[src/rtl/proc_controller_p_if.sv]
`default_nettype none
// +----------------------------------------------------------------------------+
// | Module   : proc_controller_p_if                                            |
// | Brief    : Bus bundle between the multicycle controller and its datapath.  |
// | Revision : 1.0                                                             |
// +----------------------------------------------------------------------------+
interface proc_controller_p_if #(
    parameter int IW    = 16,
    parameter int PC_W  = 7,
    parameter int RF_AW = 4,
    parameter int D_AW  = 8,
    parameter int CNT_W = 16
);
    logic              IM_req;
    logic [PC_W-1:0]   IM_addr;
    logic              IM_valid;
    logic [IW-1:0]     IM_rdata;
    logic              Ra_zero;
    logic [D_AW-1:0]   D_addr;
    logic              D_wr;
    logic [1:0]        RF_s;
    logic [D_AW-1:0]   Const_out;
    logic [RF_AW-1:0]  RF_W_addr;
    logic              RF_W_en;
    logic [RF_AW-1:0]  RF_Ra_addr;
    logic [RF_AW-1:0]  RF_Rb_addr;
    logic [2:0]        ALU_s0;
    logic [PC_W-1:0]   PC_out;
    logic [IW-1:0]     IR_out;
    logic [3:0]        State;
    logic [3:0]        NextState;
    logic              Halted;
    logic              Illegal;
    logic [CNT_W-1:0]  Retired;

    modport master (
        output IM_req, IM_addr, D_addr, D_wr, RF_s, Const_out, RF_W_addr, RF_W_en,
               RF_Ra_addr, RF_Rb_addr, ALU_s0, PC_out, IR_out, State, NextState,
               Halted, Illegal, Retired,
        input  IM_valid, IM_rdata, Ra_zero
    );

    modport slave (
        input  IM_req, IM_addr, D_addr, D_wr, RF_s, Const_out, RF_W_addr, RF_W_en,
               RF_Ra_addr, RF_Rb_addr, ALU_s0, PC_out, IR_out, State, NextState,
               Halted, Illegal, Retired,
        output IM_valid, IM_rdata, Ra_zero
    );
endinterface
`default_nettype wire

[src/rtl/proc_controller_p.sv]
`default_nettype none
// +----------------------------------------------------------------------------+
// | Module   : proc_controller_p                                               |
// | Brief    : Multicycle processor control FSM with wait-state tolerant fetch, |
// |            LOADC/JPZ support, illegal-opcode flag and retired counter.     |
// | Revision : 1.0                                                             |
// +----------------------------------------------------------------------------+
module proc_controller_p #(
    parameter int IW    = 16,
    parameter int PC_W  = 7,
    parameter int RF_AW = 4,
    parameter int D_AW  = 8,
    parameter int CNT_W = 16
) (
    input  logic                 Clk,
    input  logic                 Reset,
    proc_controller_p_if.master  bus
);

    typedef enum logic [3:0] {
        S_INIT   = 4'd0,
        S_FETCH  = 4'd1,
        S_DECODE = 4'd2,
        S_LOAD_A = 4'd3,
        S_LOAD_B = 4'd4,
        S_STORE  = 4'd5,
        S_ADD    = 4'd6,
        S_SUB    = 4'd7,
        S_HALT   = 4'd8,
        S_LOADC  = 4'd9,
        S_JPZ    = 4'd10
    } state_t;

    localparam logic [3:0] c_OP_STORE = 4'd1;
    localparam logic [3:0] c_OP_LOAD  = 4'd2;
    localparam logic [3:0] c_OP_ADD   = 4'd3;
    localparam logic [3:0] c_OP_SUB   = 4'd4;
    localparam logic [3:0] c_OP_HALT  = 4'd5;
    localparam logic [3:0] c_OP_LOADC = 4'd6;
    localparam logic [3:0] c_OP_JPZ   = 4'd7;

    state_t             state_q, state_d;
    logic [PC_W-1:0]    pc_q, pc_d;
    logic [IW-1:0]      ir_q, ir_d;
    logic [CNT_W-1:0]   retired_q, retired_d;

    logic [3:0]         w_opcode;
    logic [RF_AW-1:0]   w_fld_w;
    logic [RF_AW-1:0]   w_fld_rb;
    logic [RF_AW-1:0]   w_fld_ra_alu;
    logic [D_AW-1:0]    w_fld_d_ld;
    logic [RF_AW-1:0]   w_fld_ra_st;
    logic [D_AW-1:0]    w_fld_d_st;
    logic [PC_W-1:0]    w_jump_target;

    // Two instruction layouts overlap: ALU/LOAD style (W low) and STORE/JPZ style (D low).
    assign w_opcode      = ir_q[IW-1:IW-4];
    assign w_fld_w       = ir_q[RF_AW-1:0];
    assign w_fld_rb      = ir_q[2*RF_AW-1:RF_AW];
    assign w_fld_ra_alu  = ir_q[3*RF_AW-1:2*RF_AW];
    assign w_fld_d_ld    = ir_q[RF_AW+D_AW-1:RF_AW];
    assign w_fld_ra_st   = ir_q[D_AW+RF_AW-1:D_AW];
    assign w_fld_d_st    = ir_q[D_AW-1:0];
    assign w_jump_target = ir_q[PC_W-1:0];

    assign bus.IM_addr   = pc_q;
    assign bus.PC_out    = pc_q;
    assign bus.IR_out    = ir_q;
    assign bus.State     = state_q;
    assign bus.NextState = state_d;
    assign bus.Retired   = retired_q;

    always_ff @(posedge Clk or posedge Reset) begin
        if (Reset) begin
            state_q   <= S_INIT;
            pc_q      <= '0;
            ir_q      <= '0;
            retired_q <= '0;
        end else begin
            state_q   <= state_d;
            pc_q      <= pc_d;
            ir_q      <= ir_d;
            retired_q <= retired_d;
        end
    end

    always_comb begin
        state_d        = state_q;
        pc_d           = pc_q;
        ir_d           = ir_q;
        retired_d      = retired_q;
        bus.IM_req     = 1'b0;
        bus.D_addr     = '0;
        bus.D_wr       = 1'b0;
        bus.RF_s       = 2'd0;
        bus.Const_out  = '0;
        bus.RF_W_addr  = '0;
        bus.RF_W_en    = 1'b0;
        bus.RF_Ra_addr = '0;
        bus.RF_Rb_addr = '0;
        bus.ALU_s0     = 3'd0;
        bus.Halted     = 1'b0;
        bus.Illegal    = 1'b0;

        case (state_q)
            S_INIT: state_d = S_FETCH;
            S_FETCH: begin
                bus.IM_req = 1'b1;
                if (bus.IM_valid) begin
                    ir_d    = bus.IM_rdata;
                    pc_d    = pc_q + PC_W'(1);
                    state_d = S_DECODE;
                end
            end
            S_DECODE: begin
                bus.Illegal = w_opcode[3];
                case (w_opcode)
                    c_OP_STORE: state_d = S_STORE;
                    c_OP_LOAD:  state_d = S_LOAD_A;
                    c_OP_ADD:   state_d = S_ADD;
                    c_OP_SUB:   state_d = S_SUB;
                    c_OP_HALT:  state_d = S_HALT;
                    c_OP_LOADC: state_d = S_LOADC;
                    c_OP_JPZ:   state_d = S_JPZ;
                    default: begin
                        // NOOP and illegal opcodes retire straight from decode
                        state_d   = S_FETCH;
                        retired_d = retired_q + CNT_W'(1);
                    end
                endcase
            end
            S_LOAD_A: begin
                bus.D_addr    = w_fld_d_ld;
                bus.RF_s      = 2'd1;
                bus.RF_W_addr = w_fld_w;
                state_d       = S_LOAD_B;
            end
            S_LOAD_B: begin
                bus.D_addr    = w_fld_d_ld;
                bus.RF_s      = 2'd1;
                bus.RF_W_addr = w_fld_w;
                bus.RF_W_en   = 1'b1;
                state_d       = S_FETCH;
                retired_d     = retired_q + CNT_W'(1);
            end
            S_STORE: begin
                bus.RF_Ra_addr = w_fld_ra_st;
                bus.D_addr     = w_fld_d_st;
                bus.D_wr       = 1'b1;
                state_d        = S_FETCH;
                retired_d      = retired_q + CNT_W'(1);
            end
            S_ADD, S_SUB: begin
                bus.RF_Ra_addr = w_fld_ra_alu;
                bus.RF_Rb_addr = w_fld_rb;
                bus.RF_W_addr  = w_fld_w;
                bus.ALU_s0     = (state_q == S_ADD) ? 3'd1 : 3'd2;
                bus.RF_W_en    = 1'b1;
                state_d        = S_FETCH;
                retired_d      = retired_q + CNT_W'(1);
            end
            S_LOADC: begin
                bus.RF_s      = 2'd2;
                bus.Const_out = w_fld_d_ld;
                bus.RF_W_addr = w_fld_w;
                bus.RF_W_en   = 1'b1;
                state_d       = S_FETCH;
                retired_d     = retired_q + CNT_W'(1);
            end
            S_JPZ: begin
                bus.RF_Ra_addr = w_fld_ra_st;
                if (bus.Ra_zero) begin
                    pc_d = w_jump_target;
                end
                state_d   = S_FETCH;
                retired_d = retired_q + CNT_W'(1);
            end
            S_HALT: bus.Halted = 1'b1;
            default: state_d = S_INIT;
        endcase
    end

endmodule
`default_nettype wire

[src/flat_wrapper.sv]
// flat-port wrapper written by rule: the top's interface ports become plain ports
module proc_controller_p_flat 
#(
    parameter int IW    = 16,
    parameter int PC_W  = 7,
    parameter int RF_AW = 4,
    parameter int D_AW  = 8,
    parameter int CNT_W = 16
)
  (Clk, Reset, bus_IM_req, bus_IM_addr, bus_D_addr, bus_D_wr, bus_RF_s, bus_Const_out, bus_RF_W_addr, bus_RF_W_en, bus_RF_Ra_addr, bus_RF_Rb_addr, bus_ALU_s0, bus_PC_out, bus_IR_out, bus_State, bus_NextState, bus_Halted, bus_Illegal, bus_Retired, bus_IM_valid, bus_IM_rdata, bus_Ra_zero);
  proc_controller_p_if #(.IW(IW), .PC_W(PC_W), .RF_AW(RF_AW), .D_AW(D_AW), .CNT_W(CNT_W)) bus_i ();
  input  logic Clk;
  input  logic Reset;
  output wire logic [$bits(bus_i.IM_req)-1:0] bus_IM_req;
  output wire logic [$bits(bus_i.IM_addr)-1:0] bus_IM_addr;
  output wire logic [$bits(bus_i.D_addr)-1:0] bus_D_addr;
  output wire logic [$bits(bus_i.D_wr)-1:0] bus_D_wr;
  output wire logic [$bits(bus_i.RF_s)-1:0] bus_RF_s;
  output wire logic [$bits(bus_i.Const_out)-1:0] bus_Const_out;
  output wire logic [$bits(bus_i.RF_W_addr)-1:0] bus_RF_W_addr;
  output wire logic [$bits(bus_i.RF_W_en)-1:0] bus_RF_W_en;
  output wire logic [$bits(bus_i.RF_Ra_addr)-1:0] bus_RF_Ra_addr;
  output wire logic [$bits(bus_i.RF_Rb_addr)-1:0] bus_RF_Rb_addr;
  output wire logic [$bits(bus_i.ALU_s0)-1:0] bus_ALU_s0;
  output wire logic [$bits(bus_i.PC_out)-1:0] bus_PC_out;
  output wire logic [$bits(bus_i.IR_out)-1:0] bus_IR_out;
  output wire logic [$bits(bus_i.State)-1:0] bus_State;
  output wire logic [$bits(bus_i.NextState)-1:0] bus_NextState;
  output wire logic [$bits(bus_i.Halted)-1:0] bus_Halted;
  output wire logic [$bits(bus_i.Illegal)-1:0] bus_Illegal;
  output wire logic [$bits(bus_i.Retired)-1:0] bus_Retired;
  input wire logic [$bits(bus_i.IM_valid)-1:0] bus_IM_valid;
  input wire logic [$bits(bus_i.IM_rdata)-1:0] bus_IM_rdata;
  input wire logic [$bits(bus_i.Ra_zero)-1:0] bus_Ra_zero;
  assign bus_IM_req = bus_i.IM_req;
  assign bus_IM_addr = bus_i.IM_addr;
  assign bus_D_addr = bus_i.D_addr;
  assign bus_D_wr = bus_i.D_wr;
  assign bus_RF_s = bus_i.RF_s;
  assign bus_Const_out = bus_i.Const_out;
  assign bus_RF_W_addr = bus_i.RF_W_addr;
  assign bus_RF_W_en = bus_i.RF_W_en;
  assign bus_RF_Ra_addr = bus_i.RF_Ra_addr;
  assign bus_RF_Rb_addr = bus_i.RF_Rb_addr;
  assign bus_ALU_s0 = bus_i.ALU_s0;
  assign bus_PC_out = bus_i.PC_out;
  assign bus_IR_out = bus_i.IR_out;
  assign bus_State = bus_i.State;
  assign bus_NextState = bus_i.NextState;
  assign bus_Halted = bus_i.Halted;
  assign bus_Illegal = bus_i.Illegal;
  assign bus_Retired = bus_i.Retired;
  assign bus_i.IM_valid = bus_IM_valid;
  assign bus_i.IM_rdata = bus_IM_rdata;
  assign bus_i.Ra_zero = bus_Ra_zero;
  proc_controller_p #(.IW(IW), .PC_W(PC_W), .RF_AW(RF_AW), .D_AW(D_AW), .CNT_W(CNT_W)) u_core (.Clk(Clk), .Reset(Reset), .bus(bus_i));
endmodule
[config.mk]
export PLATFORM = sky130hd
export DESIGN_NAME = proc_controller_p_flat
export DESIGN_NICKNAME = d
export VERILOG_FILES = /design/src/rtl/proc_controller_p_if.sv /design/src/rtl/proc_controller_p.sv /design/src/flat_wrapper.sv
export SDC_FILE = /design/constraint.sdc
export NUM_CORES = 1
export LEC_CHECK = 0
export ABC_AREA = 1
export BUFFER_PORTS_ARGS = -buffer_cell sky130_fd_sc_hd__clkbuf_2
export CORE_UTILIZATION = 30
export CTS_BUF_LIST = sky130_fd_sc_hd__clkbuf_8
export CTS_CLUSTER_SIZE = 30
export DETAILED_ROUTE_END_ITERATION = 7
export GPL_TIMING_DRIVEN = 1
export HOLD_SLACK_MARGIN = 0.12
export SLEW_MARGIN = 20
export SYNTH_ARGS = -nofsm -noshare
export SYNTH_HDL_FRONTEND = slang
export SYNTH_SLANG_ARGS = --single-unit
[constraint.sdc]
create_clock -name Clk -period 3.1 [get_ports Clk]
set_input_delay 0.62 -clock Clk [delete_from_list [all_inputs] [get_ports Clk]]
set_output_delay 0.62 -clock Clk [all_outputs]
set_load 0.005 [all_outputs]
-- Word level (Yosys, flattened, before mapping)
Index checks and enable logic that the tools add are counted.
- register bits after elaboration: 43
- input bits: 20
- output and inout port bits: 92
- logic and storage cells: 61
- add/sub/neg operators: 2
- eq/ne operators: 20
- multiplexer cells: 21
- reduce and logical (&&, ||, !) cells: 14
- operators with widths (kind ; number):
    $eq A4 B3 Y1 const B ; 8
    $pmux W16 S2 ; 1
    $pmux W4 S7 ; 1
    $pmux W4 S5 ; 1
    $add A16 B1 Y16 const B ; 1
    $eq A4 B2 Y1 const B ; 4
    $mux W16 ; 1
    $mux W4 ; 4
    $pmux W8 S2 ; 1
    $mux W7 ; 2
    $pmux W7 S2 ; 1
    $reduce_or A7 Y1 ; 2
    $eq A4 B4 Y1 const B ; 3
    $eq A4 B1 Y1 const B ; 2
    $mux W8 ; 1
    $reduce_or A4 Y1 ; 2
    $add A7 B1 Y7 const B ; 1
    $ne A2 B2 Y1 const B ; 3
    $reduce_or A6 Y1 ; 1
    $mux W1 ; 5
    $reduce_or A5 Y1 ; 1
    $logic_not A4 Y1 ; 1
    $pmux W2 S2 ; 1
    $reduce_and A2 Y1 ; 2
    5 further kinds ; 7

-- Longest topological paths before layout
Gate-level depths: netlist of the first run.
- word-level depth: 4
- mapped depth: 8
- mapped depth without buffers: 8

-- Worst setup path before layout of the first run
OpenSTA, ideal clock, no wires.
- path type: register to output
- start: register u_core.state_q[2], in the netlist u_core.bus.State[2]
- end: output port bus_NextState[0]
- arrival time: 1.274 ns
- data required time: 2.480 ns
- path slack: 1.206 ns
- cell stages (with the launch flop): 7
- buffers on the path: 1
- cells stage by stage: dfrtp_1 -> inv_1 -> nand2_1 -> nor2_4 -> nor3_4 -> buf_4 -> nand3_1
- cells in the longest elaborated chain, start to end: 3
- elaborated cells on any way between the ends: 13
- classes of those cells: eq/ne (10); mux (1); reduce/logical (2)
- ends and longest elaborated chain (element ; line ; source):
    from (decl) ; proc_controller_p.sv:42 ; state_t state_q, state_d;
    from (signal assigned) ; proc_controller_p.sv:80 ; state_q <= state_d;
    $eq A4 B3 Y1 (tied with other cells) ; proc_controller_p.sv:105 ; case (state_q)
    $reduce_or A7 Y1 (no line) ; -- ;
    $pmux W4 S5 * ; proc_controller_p.sv:105 ;
    to (decl) ; flat_wrapper.sv:28 ; output wire logic [$bits(bus_i.NextState)-1:0] bus_NextState;
Every way passes the cells marked *; elsewhere a longest branch is shown, timed or not.

-- Worst setup path in the final report of the first run
- start: register u_core.state_q[3], in the netlist u_core.bus.State[3]
- end: output port bus_D_addr[0]
- cells in the longest elaborated chain, start to end: 3
- elaborated cells on any way between the ends: 5
- classes of those cells: eq/ne (3); mux (1); reduce/logical (1)
- ends and longest elaborated chain (element ; line ; source):
    $eq A4 B2 Y1 / $eq A4 B3 Y1 (equally long branches) ; proc_controller_p.sv:105 ;
    $reduce_or A2 Y1 (no line) ; -- ;
    $pmux W8 S2 * ; proc_controller_p.sv:105 ;
    to (decl) ; flat_wrapper.sv:16 ; output wire logic [$bits(bus_i.D_addr)-1:0] bus_D_addr;
Marks and branches as above.

==> out/results.txt, run 1 <==
Worst slew pin tran: 608 ps
Setup bufs post-CTS: 0
RSZ-0062 raised after global routing: false
Total wire length: 7.41 mm
Drt drc: 0
PwrDens: 847 nW/um^2
Final ANT Viol Nets: 0
CP endpoint kind: output port
DR WL/cell: 12.6 um
Clock Latency Late Sink: 290 ps
Fin Hold WS: 381 ps
Synth unique cells: 28
Reg2reg path depth: 8
Total congestion overflow: 0
# port buffers: 110
Post-cts gate resize count: 0
Metal2 WL: 3.59 mm
Core area: 8340 um^2
Worst path slowest cell: dfrtp_1
Crit path kind: flip-flop to output port
Initial DRC Count: 111
#FFs+latches synth: 43
Met3 Wirelength: 257 um
Fin. max-slew vios: 0
Worst reg2reg path endpoint: u_core.bus.IM_addr[2]
Post-Syn Area: 2620 um^2
Die width: 95.4 um
Final setup vio count: 0
Synth area leaders: dfrtp_1 41%, nand2_1 14%, nor2_1 9.3%
Critical Path, Cell by Cell: nor2_1 > inv_1 > nor2_1 > inv_1 > o22ai_1 > clkbuf_2
Final Hold Fails: 0
Die ar.: 9090 um^2
Via/cell ratio: 4.65
Routed via count: 2,735
Initial Util: 31.4%
Worst VDD drop: 0.000486 V
Prevailing post-synth register cell: dfrtp_1
Clock root cell: clkbuf_8
Placed Cells: 580
Final std cells w/o fill: 588
HP Class: input pin to asynchronous set/reset pin
Die Ht: 95.4 um
# hold bufs at CTS: 0
Fmax: 396 MHz
Layout cell share with drive strength beyond 1: 28.0%
CTS Buf Count: 5
H-tree depth: 2
Clock slew at reported path FFs: 90 ps
Syn Inst Count: 376
Crit Path Max Fanout: 8
Status: finished clean
Antenna diodes: 0
Area of the multi-input gates: 1280 um^2
First-pass DRT Iterations: 4
Number of antenna violations at the first check in global routing: 0
Leak pwr: 1.85 nW
CTS Sinks: 43
Final setup skew: 11.2 ps
Mapped Nets: 398
Mean post-synth cell area: 6.95 um^2
Ys async rst share: 100%
Clk buf depth: 2
GRT Overall Usage: 16.8%
Arrival time worst endpoint: 1910 ps
Top-area cell type share of the netlist area: 41.1%
Final Cycle Share: 81.5%
WL met1: 3.50 mm
Min Tclk post-route: 2530 ps
R2R setup slack: 1270 ps
Fill count: 911
Area grow syn2layout: 27.3%
Post-synth EDFFs: 0
Yosys warnings: 0
Max-Cap Viols: 0
Setup WS pre-CTS: 899 ps
First-pass GRT wire length: 11.9 mm
Io pins: 112
Final Cell Area: 3330 um^2
Largest net degree at the start of global routing: 28
Top sig layer: met4
Setup_tns: 0 ps
TritonCTS clock tree: yes
Relative slew slack: 59.4%
Post-route worst setup slack: 574 ps
GP Congestion: 0.867
Final #Nets: 504
Setup crit start kind: flip-flop
Worst Path Required: 2480 ps
Row count: 33
Reg2reg start: u_core.bus.State[3]
Synth area leader: dfrtp_1
Register area: 1080 um^2
Vias in the first global route: 2,446
Post-synthesis sequential area ratio: 41.1%
Hpwl dp: 5.83 mm
CP max stage delay: 440 ps
Placed instance area: 3220 um^2
[layer usage]
metal  vias to the layer above  GRT usage (%)
met3                         4           3.03
met1                      1270           22.9
li1                       1403              -
met4                         0           2.65
met2                        58           28.2
met5                         -              0
[flip-flops by register name, indices dropped and copies added (netlist names)]
name,cells
u_core.bus.IR_out,16
u_core.bus.Retired,16
u_core.bus.IM_addr,7
u_core.bus.State,4
[kinds of logic after synthesis]
group / count (synthesis) / share of synthesized area [%]
AND/OR/NAND/NOR: 220 / 36.0
buffers and inverters: 58 / 9.95
AO/OA/AOI/OAI: 44 / 9.14
XOR/XNOR: 8 / 2.68
adder cells (fa/ha/maj): 2 / 0.957
flip-flops: 43 / 41.1
other: 1 / 0.143
[cell type report]
type / count / area share [%]
Multi-Input combinational cell: 275 / 38.4
Sequential cell: 43 / 32.3
Timing Repair Buffer: 113 / 17.2
Inverter: 44 / 4.96
Tap cell: 105 / 3.95
Clock buffer: 7 / 2.89
Clock inverter: 1 / 0.226
[worst max-delay path, delay by kind of cell (launching register included)]
family	cells	cell delay, ps
buffers and inverters	3	490
AND/OR/NAND/NOR	2	490
flip-flops	1	440
AO/OA/AOI/OAI	1	200
[how the worst max path moves through the flow]
stage | start | to | cells past startpoint | slack, ps
CTS | u_core.bus.State[2] | bus_D_addr[0] | 7 | 570
global placement | u_core.bus.State[2] | bus_D_addr[0] | 7 | 960
finish | u_core.bus.State[3] | bus_D_addr[0] | 6 | 570
detailed placement | u_core.bus.State[2] | bus_D_addr[0] | 7 | 900
floorplan | u_core.bus.State[2] | bus_NextState[0] | 6 | 1210
global route | u_core.bus.State[2] | bus_D_addr[0] | 7 | 400
[synth_stat cells, types with 3 or more instances]
| cell | number |
|---|---|
| nand2_1 | 100 |
| nor2_1 | 65 |
| dfrtp_1 | 43 |
| inv_1 | 40 |
| nand3_1 | 36 |
| o21ai_0 | 17 |
| a21oi_1 | 16 |
| buf_4 | 9 |
| o22ai_1 | 9 |
| nand4_1 | 5 |
| xor2_1 | 5 |
| nor3_1 | 4 |
| clkbuf_1 | 3 |
| inv_2 | 3 |
| xnor2_1 | 3 |
[through the flow]
step	utilization [%]	power [mW]
final	39.9	2.82
after global routing	39.9	3.09
after CTS	39.9	2.86
after detailed placement	38.7	2.45
after global placement	38.7	2.43
after floorplan	-	1.86
[cell usage in the layout (no fill, tap or decap)]
master	netlist	layout
o22ai_1	9	9
a21oi_1	16	16
nor3_1	4	4
nand2_2	2	2
nand2_1	100	100
inv_1	40	39
clkbuf_8	0	7
clkinvlp_4	0	1
o21ai_2	1	1
conb_1	1	1
xor2_1	5	5
buf_4	9	3
a31o_2	1	1
nand2_4	2	2
inv_2	3	4
clkinv_1	1	1
nand3b_1	2	2
nor2_1	65	65
dfrtp_1	43	43
clkbuf_2	0	110
nand4_1	5	5
ha_1	2	2
nor3_4	1	1
nor2_4	1	1
nand3_1	36	36
o21ai_0	17	17
xnor2_1	3	3
nor2_2	2	2
[where the power goes]
group / switching, mW / leakage (nW) / internal (mW)
Sequential: 0.203 / 0.539 / 0.749
Combinational: 0.916 / 1.26 / 0.558
Clock: 0.191 / 0.0505 / 0.203
No activity file was read; power rests on OpenSTA's default activity.
==> run 2, diff against run 1 <==
ABC_AREA = 0   (was 1)
clock period = 2.34 ns   (was 3.1 ns; I/O delays follow)
==> out/results.txt, run 2 <==
Status: finished clean
Reg2reg start: u_core.bus.IR_out[14]
Final Cell Area: 3130 um^2
Relative slew slack: 61.6%
Prevailing post-synth register cell: dfrtp_1
#FFs+latches synth: 43
Post-cts gate resize count: 1
Total wire length: 6.95 mm
Post-Syn Area: 2390 um^2
Io pins: 112
Post-synthesis sequential area ratio: 45.0%
CP startpoint: u_core.bus.State[0]
Most common cell in the netlist: dfrtp_1
First-pass GRT wire length: 11.2 mm
Power Total: 3.82 mW
Antenna diodes: 0
Core area: 7730 um^2
Leak pwr: 1.68 nW
Initial DRC Count: 82
Post-synth top cells: 43 x dfrtp_1, 19 x nor2_1, 17 x mux2_2, 14 x nand2_1
Total congestion overflow: 0
Synth unique cells: 41
Die ar.: 8330 um^2
Top-area cell type share of the netlist area: 45.0%
Worst slew pin tran: 577 ps
GRT Overall Usage: 17.3%
CTS Sinks: 43
Setup bufs post-CTS: 0
Setup crit start kind: flip-flop
Mapped Nets: 264
HP Class: input pin to asynchronous set/reset pin
Arrival time worst endpoint: 1750 ps
Fin. max-slew vios: 0
Yosys warnings: 0
Crit Path Max Fanout: 14
Max-Cap Viols: 0
Drt drc: 0
GP Congestion: 0.862
Largest net degree at the start of global routing: 44
Worst VDD drop: 0.000500 V
Crit path kind: flip-flop to output port
Final setup skew: 13.2 ps
Min Tclk post-route: 2220 ps
Commonest non-fill, non-tap cell in the layout: clkbuf_2
Initial Util: 30.9%
Layout cell share with drive strength beyond 1: 43.6%
DR WL/cell: 15.3 um
Final #Nets: 374
Final ANT Viol Nets: 0
TritonCTS clock tree: yes
Syn Inst Count: 242
Fmax: 451 MHz
Post-synth EDFFs: 0
Clock slew at reported path FFs: 100 ps
Clock Latency Late Sink: 300 ps
First-pass DRT Iterations: 4
Synth area leader: dfrtp_1
Clk buf depth: 2
PwrDens: 1220 nW/um^2
CP endpoint kind: output port
Hpwl dp: 5.19 mm
# hold bufs at CTS: 0
Most frequent cells in the layout: 110 x clkbuf_2, 42 x dfrtp_1, 19 x nor2_1
# port buffers: 110
Placed instance area: 3040 um^2
Clock root cell: clkbuf_8
Die width: 91.3 um
Final Cycle Share: 94.7%
Number of antenna violations at the first check in global routing: 0
Worst Path Required: 1870 ps
Vias in the first global route: 2,144
Area grow syn2layout: 30.9%
Final setup vio count: 0
Routed via count: 2,241
Die Ht: 91.3 um
RSZ-0062 raised after global routing: false
Via/cell ratio: 4.93
Mean post-synth cell area: 9.88 um^2
CTS Buf Count: 5
H-tree depth: 2
Ys async rst share: 100%
Setup_tns: 0 ps
Fin Hold WS: 281 ps
Synth area leaders: dfrtp_1 45%, mux2_2 8.0%, xor2_1 4.8%
Row count: 32
Final Hold Fails: 0
==> run 2: logic make-up after synthesis <==
group                    after synthesis  synth area share [%]
multiplexers                          20                  9.26
AO/OA/AOI/OAI                         37                  10.2
XOR/XNOR                              16                  5.86
buffers and inverters                 20                  4.81
other                                  1                 0.157
AND/OR/NAND/NOR                      103                  23.7
adder cells (fa/ha/maj)                2                  1.05
flip-flops                            43                  45.0
==> run 2: stage by stage <==
stage	worst slack (ps)	utilization (%)	std cells
2_1_floorplan	405	-	242
3_3_place_gp	404	39.4	447
3_5_place_dp	321	39.4	447
4_1_cts	131	40.5	455
5_1_grt	6.08	40.5	455
6_report	125	40.5	455
==> run 2: final cells by class <==
class | count | area, um^2
Clock buffer | 5 | 68.8
Tap cell | 102 | 128
Inverter | 2 | 7.51
Multi-Input combinational cell | 179 | 1200
Sequential cell | 43 | 1080
Timing Repair Buffer | 121 | 633
Fill cell | 814 | 4600
Clock inverter | 3 | 16.3
==> run 2: routing by layer <==
metal,GRT usage (%),routed length (um),up-vias
met2,27.7,3180,91
met3,3.94,432,5
met4,3.84,55,0
met5,0,0,-
met1,23.7,3280,1091
li1,-,-,1054
==> run 2: final timing paths <==
kind | end | slack (ps) | cells after the start
min in group Clk | u_core.bus.IR_out[15] | 390 | 2
max in group asynchronous | u_core.bus.State[0] | 1650 | 3
setup / recovery | bus_Const_out[1] | 120 | 5
hold / removal | u_core.bus.IR_out[13] | 280 | 3
hold reg to reg | u_core.bus.Retired[15] | 480 | 1
setup reg to reg | u_core.bus.Retired[7] | 320 | 6
==> run 2: worst max-delay path, cell delays in order, from the launching register on <==
cell      delay, ps
dfrtp_2         510
nand2b_1        160
nor2_1          320
buf_4           210
and2_1          130
clkbuf_2        110
==> run 2: where the power goes <==
part	internal (mW)	total, mW	switching [mW]	leakage [nW]
logic	0.963	1.88	0.917	1.09
registers	1.02	1.45	0.436	0.537
clock network	0.205	0.487	0.282	0.0453
total	2.18	3.82	1.64	1.68
==> run 3, diff against run 2 <==
CORE_ASPECT_RATIO = 0.5   (was unset)
CTS_CLUSTER_SIZE = unset   (was 30)
==> out/results.txt, run 3 (synthesis results as in run 2) <==
Status: finished clean
Arrival time worst endpoint: 1750 ps
Vias in the first global route: 2,047
Die ar.: 8350 um^2
CTS Buf Count: 5
Core area: 7510 um^2
Clk buf depth: 2
Row count: 22
Number of antenna violations at the first check in global routing: 0
Total congestion overflow: 0
Post-route worst setup slack: 121 ps
CP endpoint kind: output port
Largest net degree at the start of global routing: 44
Hpwl dp: 4.74 mm
Layout cell share with drive strength beyond 1: 43.8%
PwrDens: 1200 nW/um^2
TritonCTS clock tree: yes
Setup WS pre-CTS: 350 ps
Io pins: 112
Final Cycle Share: 94.8%
Setup bufs post-CTS: 0
Commonest non-fill, non-tap cell in the layout: clkbuf_2
Fmax: 451 MHz
GP Congestion: 0.821
Area grow syn2layout: 31.0%
Worst slew pin tran: 553 ps
# hold bufs at CTS: 0
Final Hold Fails: 0
Final setup skew: 8.28 ps
Reg2reg start: u_core.bus.IR_out[14]
Worst Path Required: 1870 ps
Final core utilization: 41.7%
Setup crit start kind: flip-flop
Initial DRC Count: 110
GRT Overall Usage: 15.7%
Setup_tns: 0 ps
RSZ-0062 raised after global routing: false
Worst VDD drop: 0.000478 V
Via/cell ratio: 4.74
Crit Path Max Fanout: 10
H-tree depth: 2
Initial Util: 31.8%
Min Tclk post-route: 2220 ps
Final ANT Viol Nets: 0
Area of the multi-input gates: 1200 um^2
Die Ht: 65.1 um
Total wire length: 6.36 mm
First-pass GRT wire length: 10.0 mm
Clock Latency Late Sink: 310 ps
Worst reg2reg path endpoint: u_core.bus.Retired[7]
Final #Nets: 373
CTS Sinks: 43
Fill count: 749
Final setup vio count: 0
Die width: 128 um
Max-Cap Viols: 0
Fin. max-slew vios: 0
R2R setup slack: 330 ps
Most frequent cells in the layout: 110 x clkbuf_2, 40 x dfrtp_1, 19 x nor2_1
# port buffers: 110
Drt drc: 0
Crit path kind: flip-flop to output port
Clock root cell: clkbuf_8
Reg2reg path depth: 6
Register area: 1080 um^2
Routed via count: 2,179
HP Class: input pin to asynchronous set/reset pin
Placed Cells: 452
Relative slew slack: 63.1%
Leak pwr: 1.67 nW
Antenna diodes: 0
Post-cts gate resize count: 0
DR WL/cell: 13.8 um
First-pass DRT Iterations: 5
Clock slew at reported path FFs: 90 ps
Final std cells w/o fill: 460
[run 3: cell count changes in the layout (fill, tap and decap cells not counted)]
cell / delta
buf_4: -1
dfrtp_2: +2
inv_2: -1
clkinv_1: +1
dfrtp_1: -2
[run 3: area by class of cell]
| cell class | instances | share of cell area (%) |
|---|---|---|
| clock buffer | 5 | 2.20 |
| clock inverter | 3 | 0.519 |
| inverter | 2 | 0.240 |
| multi-input combinational | 179 | 38.3 |
| sequential | 43 | 34.5 |
| tap | 108 | 4.31 |
| timing repair buffer | 120 | 20.0 |
[run 3: critical path, stage by stage (launching register included)]
cell and delay [ps]:
dfrtp_1 480, nand2b_1 270, nor2_1 280, buf_4 190
and2_1 120, clkbuf_2 110
[run 3: worst max-delay path by stage]
stage | start | to | slack [ps] | cells after the start
2_1_floorplan | u_core.bus.State[0] | bus_D_addr[0] | 410 | 5
3_3_place_gp | u_core.bus.IR_out[14] | u_core.bus.Retired[7] | 420 | 6
3_5_place_dp | u_core.bus.IR_out[14] | u_core.bus.Retired[7] | 350 | 6
4_1_cts | u_core.bus.State[2] | bus_RF_W_addr[2] | 30 | 5
5_1_grt | u_core.bus.State[1] | bus_Const_out[2] | 0.2 | 5
6_report | u_core.bus.State[1] | bus_Const_out[0] | 120 | 5
[run 3: per-layer routing]
layer  vias up  routed length, um  track usage [%]  share of wire, %
met1      1069               2720             18.8                43
met4         0                 78             5.74               1.2
met3        10                281             4.40               4.4
li1       1052                  -                -                 -
met2        48               3280             27.2                52
met5         -                  0                0                 0
[run 3: report_power, final]
group	internal [mW]	switching [mW]	total, mW
logic	0.952	0.853	1.80
clock network	0.205	0.272	0.477
registers	1.02	0.451	1.47
total	2.17	1.58	3.75
[run 3: stage by stage]
stage	hold WS (ps)	area [um^2]	total power, mW
2_1_floorplan	465	2390	2.49
3_3_place_gp	459	3040	3.26
3_5_place_dp	465	3040	3.30
4_1_cts	285	3130	3.79
5_1_grt	323	3130	4.07
6_report	272	3130	3.75
